File: src/rtl/mc_ctrl_pkg.sv
// mc_ctrl_pkg: shared constants for the multicycle MIPS control unit.
// Holds the opcode/funct encodings, the FSM state encoding and the
// datapath select codes driven onto WDSel/NPCOp/EXTOp/ALUOp/GPRSel.
package mc_ctrl_pkg;

    // Opcodes (IR[31:26])
    localparam logic [5:0] OP_RTYPE = 6'b000000;
    localparam logic [5:0] OP_ORI   = 6'b001101;
    localparam logic [5:0] OP_LW    = 6'b100011;
    localparam logic [5:0] OP_SW    = 6'b101011;
    localparam logic [5:0] OP_BEQ   = 6'b000100;
    localparam logic [5:0] OP_JAL   = 6'b000011;

    // R-type function codes (IR[5:0])
    localparam logic [5:0] FN_ADDU  = 6'b100001;
    localparam logic [5:0] FN_SUBU  = 6'b100011;

    // GPR write-data select
    localparam logic [1:0] WD_ALU   = 2'b00;
    localparam logic [1:0] WD_DM    = 2'b01;
    localparam logic [1:0] WD_PC4   = 2'b10;

    // Next-PC select
    localparam logic [1:0] NPC_PC4  = 2'b00;
    localparam logic [1:0] NPC_BR   = 2'b01;
    localparam logic [1:0] NPC_JMP  = 2'b10;

    // Immediate extension
    localparam logic [1:0] EXT_ZERO = 2'b00;
    localparam logic [1:0] EXT_SIGN = 2'b01;

    // ALU operation (2-bit core code; wider ALUOp ports zero-extend it)
    localparam logic [1:0] ALU_ADD  = 2'b00;
    localparam logic [1:0] ALU_SUB  = 2'b01;
    localparam logic [1:0] ALU_OR   = 2'b10;

    // Destination register select
    localparam logic [1:0] GPR_RD   = 2'b00;
    localparam logic [1:0] GPR_RT   = 2'b01;
    localparam logic [1:0] GPR_31   = 2'b10;

    typedef enum logic [2:0] {
        ST_FETCH  = 3'd0,
        ST_DECODE = 3'd1,
        ST_EXEC   = 3'd2,
        ST_MEM    = 3'd3,
        ST_WB     = 3'd4,
        ST_BR     = 3'd5
    } state_t;

endpackage

File: src/rtl/mc_ctrl_dec.sv
// mc_ctrl_dec: combinational instruction-class decode of OP/Funct.
// Shared between the single-cycle and multicycle control units.
// Ports:
//   OP, Funct         in  opcode and function fields from the IR
//   is_addu..is_jal   out one-hot instruction class (all 0 if unsupported)
//   illegal           out 1 when OP/Funct is not a supported instruction
module mc_ctrl_dec
    import mc_ctrl_pkg::*;
(
    input  logic [5:0] OP,
    input  logic [5:0] Funct,
    output logic       is_addu,
    output logic       is_subu,
    output logic       is_ori,
    output logic       is_lw,
    output logic       is_sw,
    output logic       is_beq,
    output logic       is_jal,
    output logic       illegal
);

    logic is_rtype;

    assign is_rtype = (OP == OP_RTYPE);
    assign is_addu  = is_rtype && (Funct == FN_ADDU);
    assign is_subu  = is_rtype && (Funct == FN_SUBU);
    assign is_ori   = (OP == OP_ORI);
    assign is_lw    = (OP == OP_LW);
    assign is_sw    = (OP == OP_SW);
    assign is_beq   = (OP == OP_BEQ);
    assign is_jal   = (OP == OP_JAL);

    // An R-type opcode with an unknown funct is also illegal.
    assign illegal  = !(is_addu || is_subu || is_ori || is_lw ||
                        is_sw || is_beq || is_jal);

endmodule

File: src/rtl/mc_ctrl.sv
// mc_ctrl: multicycle MIPS control FSM (FETCH/DECODE/EXEC/MEM/WB/BR).
// Drives the shared datapath selects per state, stalls FETCH/MEM on
// mem_rdy, flags illegal instructions and counts retired instructions.
// Ports:
//   clk, rst (async, active-low)
//   OP, Funct, Zero, mem_rdy                          inputs
//   BSel, WDSel, RFWr, DMWr, NPCOp, EXTOp, ALUOp,
//   PCWr, IRWr, GPRSel                                datapath controls
//   illegal, retire                                   one-cycle pulses
//   instret                                           retired count (wraps)
module mc_ctrl
    import mc_ctrl_pkg::*;
#(
    parameter int ALUOP_W  = 2,
    parameter int CNT_W    = 32,
    parameter bit MEM_WAIT = 1'b1
) (
    input  logic               clk,
    input  logic               rst,
    input  logic [5:0]         OP,
    input  logic [5:0]         Funct,
    input  logic               Zero,
    input  logic               mem_rdy,
    output logic               BSel,
    output logic [1:0]         WDSel,
    output logic               RFWr,
    output logic               DMWr,
    output logic [1:0]         NPCOp,
    output logic [1:0]         EXTOp,
    output logic [ALUOP_W-1:0] ALUOp,
    output logic               PCWr,
    output logic               IRWr,
    output logic [1:0]         GPRSel,
    output logic               illegal,
    output logic               retire,
    output logic [CNT_W-1:0]   instret
);

    state_t state, state_nx;

    logic is_addu, is_subu, is_ori, is_lw, is_sw, is_beq, is_jal, dec_ill;
    logic mem_ok;

    logic       bsel_c, rfwr_c, dmwr_c, pcwr_c, irwr_c, ill_c, retire_c;
    logic [1:0] wdsel_c, npcop_c, extop_c, aluop_c, gprsel_c;

    mc_ctrl_dec u_dec (
        .OP      (OP),
        .Funct   (Funct),
        .is_addu (is_addu),
        .is_subu (is_subu),
        .is_ori  (is_ori),
        .is_lw   (is_lw),
        .is_sw   (is_sw),
        .is_beq  (is_beq),
        .is_jal  (is_jal),
        .illegal (dec_ill)
    );

    assign mem_ok = MEM_WAIT ? mem_rdy : 1'b1;

    always_ff @(posedge clk or negedge rst) begin
        if (!rst) begin
            state <= ST_FETCH;
        end else begin
            state <= state_nx;
        end
    end

    always_ff @(posedge clk or negedge rst) begin
        if (!rst) begin
            instret <= '0;
        end else if (retire_c) begin
            instret <= instret + CNT_W'(1);
        end
    end

    always_comb begin
        state_nx = state;
        bsel_c   = 1'b0;
        rfwr_c   = 1'b0;
        dmwr_c   = 1'b0;
        pcwr_c   = 1'b0;
        irwr_c   = 1'b0;
        ill_c    = 1'b0;
        retire_c = 1'b0;
        wdsel_c  = WD_ALU;
        npcop_c  = NPC_PC4;
        extop_c  = EXT_ZERO;
        aluop_c  = ALU_ADD;
        gprsel_c = GPR_RD;

        case (state)
            ST_FETCH: begin
                irwr_c = mem_ok;
                pcwr_c = mem_ok;
                if (mem_ok) state_nx = ST_DECODE;
            end
            ST_DECODE: begin
                if (dec_ill) begin
                    ill_c    = 1'b1;
                    state_nx = ST_FETCH;
                end else if (is_jal) begin
                    state_nx = ST_WB;
                end else if (is_beq) begin
                    state_nx = ST_BR;
                end else begin
                    state_nx = ST_EXEC;
                end
            end
            ST_EXEC: begin
                aluop_c  = is_subu ? ALU_SUB : (is_ori ? ALU_OR : ALU_ADD);
                bsel_c   = is_ori || is_lw || is_sw;
                extop_c  = (is_lw || is_sw) ? EXT_SIGN : EXT_ZERO;
                state_nx = (is_lw || is_sw) ? ST_MEM : ST_WB;
            end
            ST_MEM: begin
                dmwr_c = is_sw && mem_ok;
                if (mem_ok) begin
                    // Stores complete here; loads still need write-back.
                    retire_c = is_sw;
                    state_nx = is_sw ? ST_FETCH : ST_WB;
                end
            end
            ST_WB: begin
                rfwr_c   = 1'b1;
                retire_c = 1'b1;
                state_nx = ST_FETCH;
                if (is_jal) begin
                    gprsel_c = GPR_31;
                    wdsel_c  = WD_PC4;
                    pcwr_c   = 1'b1;
                    npcop_c  = NPC_JMP;
                end else if (is_lw) begin
                    gprsel_c = GPR_RT;
                    wdsel_c  = WD_DM;
                end else if (is_ori) begin
                    gprsel_c = GPR_RT;
                end else if (is_addu || is_subu) begin
                    gprsel_c = GPR_RD;
                end
            end
            ST_BR: begin
                aluop_c  = ALU_SUB;
                extop_c  = EXT_SIGN;
                npcop_c  = NPC_BR;
                pcwr_c   = Zero;
                retire_c = 1'b1;
                state_nx = ST_FETCH;
            end
            default: state_nx = ST_FETCH;
        endcase
    end

    // The state register alone would leave FETCH driving IRWr/PCWr during
    // reset, so every output is forced low while rst is asserted.
    assign BSel    = rst & bsel_c;
    assign RFWr    = rst & rfwr_c;
    assign DMWr    = rst & dmwr_c;
    assign PCWr    = rst & pcwr_c;
    assign IRWr    = rst & irwr_c;
    assign illegal = rst & ill_c;
    assign retire  = rst & retire_c;
    assign WDSel   = rst ? wdsel_c  : 2'b00;
    assign NPCOp   = rst ? npcop_c  : 2'b00;
    assign EXTOp   = rst ? extop_c  : 2'b00;
    assign GPRSel  = rst ? gprsel_c : 2'b00;
    assign ALUOp   = rst ? ALUOP_W'(aluop_c) : '0;

endmodule

File: config.mk
export PLATFORM = sky130hd
export DESIGN_NAME = mc_ctrl
export DESIGN_NICKNAME = d
export VERILOG_FILES = /design/src/rtl/mc_ctrl_pkg.sv /design/src/rtl/mc_ctrl_dec.sv /design/src/rtl/mc_ctrl.sv
export SDC_FILE = /design/constraint.sdc
export NUM_CORES = 1
export LEC_CHECK = 0
export CORE_AREA = 2 2 76 63
export CTS_CLUSTER_SIZE = 12
export DETAILED_ROUTE_END_ITERATION = 12
export DIE_AREA = 0 0 78 65
export PLACE_DENSITY = 0.84
export REMOVE_ABC_BUFFERS = 1
export SLEW_MARGIN = 0
export SYNTH_ARGS = -nofsm -noshare
export SYNTH_HDL_FRONTEND = slang
export SYNTH_HIERARCHICAL = 1
export SYNTH_SLANG_ARGS = --single-unit
File: constraint.sdc
create_clock -name clk -period 3.4 [get_ports clk]
set_input_delay 0.34 -clock clk [delete_from_list [all_inputs] [get_ports clk]]
set_output_delay 0.34 -clock clk [all_outputs]
set_load 0.1 [all_outputs]
==> flow_metrics.env <==
export IMPL_cellPowerDensity_nw_per_um2=348
export IMPL_hold_viol_final=0
export IMPL_min_period_ns=2.68
export IMPL_status="finished, final reports clean"
export IMPL_grt_overflow=0
export IMPL_clk_pin_slew_ns=0.07
export IMPL_place_inst=334
export IMPL_fmax_ghz=0.374
export IMPL_drive_gt1_share_pct=14.2
export IMPL_grt_pass1_vias=1779
export IMPL_dieArea_um2=5070
export IMPL_cts_sinks=35
export IMPL_initial_core_util_pct=48.5
export IMPL_clock_latency_ns=0.29
export IMPL_crit_type="input port to output pin"
export IMPL_setup_viol=0
export IMPL_min_path_type="input port to async pin"
export IMPL_end_kind="output pin"
export IMPL_drt_wl_total_um=5200
export IMPL_tightest_slew_ns=0.984
export IMPL_wl_per_cell_um=15.2
export IMPL_worstPathArrival_ns=2.34
export IMPL_syn_mean_instance_area_um2=9.84
export IMPL_grt_pass1_wl_um=8500
export IMPL_hold_buffers=0
export IMPL_yosysWarnings=6
export IMPL_die_y_um=65
export IMPL_critPathRequiredTime_ns=3.06
export IMPL_maxCapViolCount=0
export IMPL_clock_root_buffer="clkbuf_8"
export IMPL_die_w_um=78
export IMPL_maxSlewHeadroom_pct=34.2
export IMPL_rows=22
export IMPL_nets=298
export IMPL_cts_buffers_inserted=5
export IMPL_hpwlAfterDp_um=3820
export IMPL_cts_resized=0
export IMPL_drt_first_pass_iters=4
export IMPL_critPathMaxFanout=5
export IMPL_maxSlewViolCount=0
export IMPL_vias_per_cell=5.69
export IMPL_num_vias=1939
export IMPL_vdd_drop_max_v=0.000392
export IMPL_clockBufferDepth=2
export IMPL_ctsHtreeMaxLevel=2
export IMPL_drt_initial_drc_count=130
export IMPL_syn2layout_area_growth_pct=35.7
export IMPL_io_pins=65
export IMPL_cts_setup_buffers=0
export IMPL_skew_ns=0.00481
export IMPL_start_kind="input port"
export IMPL_gp_congestion=0.902
export IMPL_finalCritPeriodShare_pct=78.7
export IMPL_antenna_found_initial=0
export IMPL_core_area_um2=4400
export IMPL_grt_usage_pct=21.7
export IMPL_final_cells=341
export IMPL_diodes=0
export IMPL_synthCells=217
export IMPL_p_leak_nw=1.27
export IMPL_layout_common_cells="clkdlybuf4s50_1 (46), dfrtp_1 (35), xnor2_1 (24), nand2_1 (18), nand4_1 (18)"
export IMPL_ant_nets=0
export IMPL_utilization_pct=65.8
export IMPL_fin_tns_setup_ns=0
export IMPL_grt_max_degree=43
export IMPL_tritoncts="yes"
export IMPL_syn_area_um2=2140
export IMPL_drc=0
export IMPL_rsz0062_at_grt="false"
export IMPL_io_buffers=63
export IMPL_layout_commonest_cell="clkdlybuf4s50_1"
==> worst paths after layout <==
check | startpoint | to | slack [ns] | cells past startpoint
max | OP[2] | retire | 0.72 | 8
max in group asynchronous | rst | instret[10] | 2.93 | 2
min | rst | instret[31] | 0.12 | 2
min in group clk | instret[31] | instret[31] | 0.48 | 1
max reg2reg | instret[2] | instret[22] | 1.61 | 4
min reg2reg | instret[31] | instret[31] | 0.48 | 1
==> metrics by stage <==
| step | area, µm² | hold WS [ns] | total power, mW | setup slack (ns) |
|---|---|---|---|---|
| 2_1_floorplan | 2070 | 0.0444 | 0.630 | -0.292 |
| 3_3_place_gp | 2810 | 0.457 | 0.709 | 0.818 |
| 3_5_place_dp | 2810 | 0.462 | 0.713 | 0.772 |
| 4_1_cts | 2900 | 0.151 | 1.02 | 0.741 |
| 5_1_grt | 2900 | 0.169 | 1.05 | 0.602 |
| 6_report | 2900 | 0.120 | 1.01 | 0.723 |
==> layer usage <==
| metal | vias to the layer above | wire [µm] | track usage, % |
|---|---|---|---|
| met4 | 0 | 72 | 7.68 |
| li1 | 918 | - | - |
| met2 | 60 | 2410 | 33.2 |
| met3 | 9 | 327 | 4.74 |
| met5 | - | 0 | 0 |
| met1 | 952 | 2390 | 30.4 |
==> registers in the layout, indices dropped and copies added (netlist names) <==
| register | count |
|---|---|
| instret | 32 |
| state | 3 |
==> final cells by class <==
class | count | area (µm²)
clock buffer | 6 | 82.6
clock inverter | 1 | 5.00
fill | 369 | 1510
inverter | 4 | 15.0
multi-input combinational | 168 | 1180
sequential | 35 | 876
tap | 60 | 75.1
timing repair buffer | 67 | 666
==> power breakdown <==
part	internal, mW	leakage (nW)	switching [mW]
clock	0.159	0.0470	0.144
combinational	0.0683	0.740	0.175
sequential	0.431	0.485	0.0333
==> worst max-delay path, cell delays in order <==
cell and delay, ns:
clkdlybuf4s50_1 0.45, nand2b_1 0.22, nor4_1 0.31, buf_4 0.19
and4b_2 0.30, a21o_1 0.14, and2_1 0.19, buf_12 0.19
No activity file was read; power rests on OpenSTA's default activity.
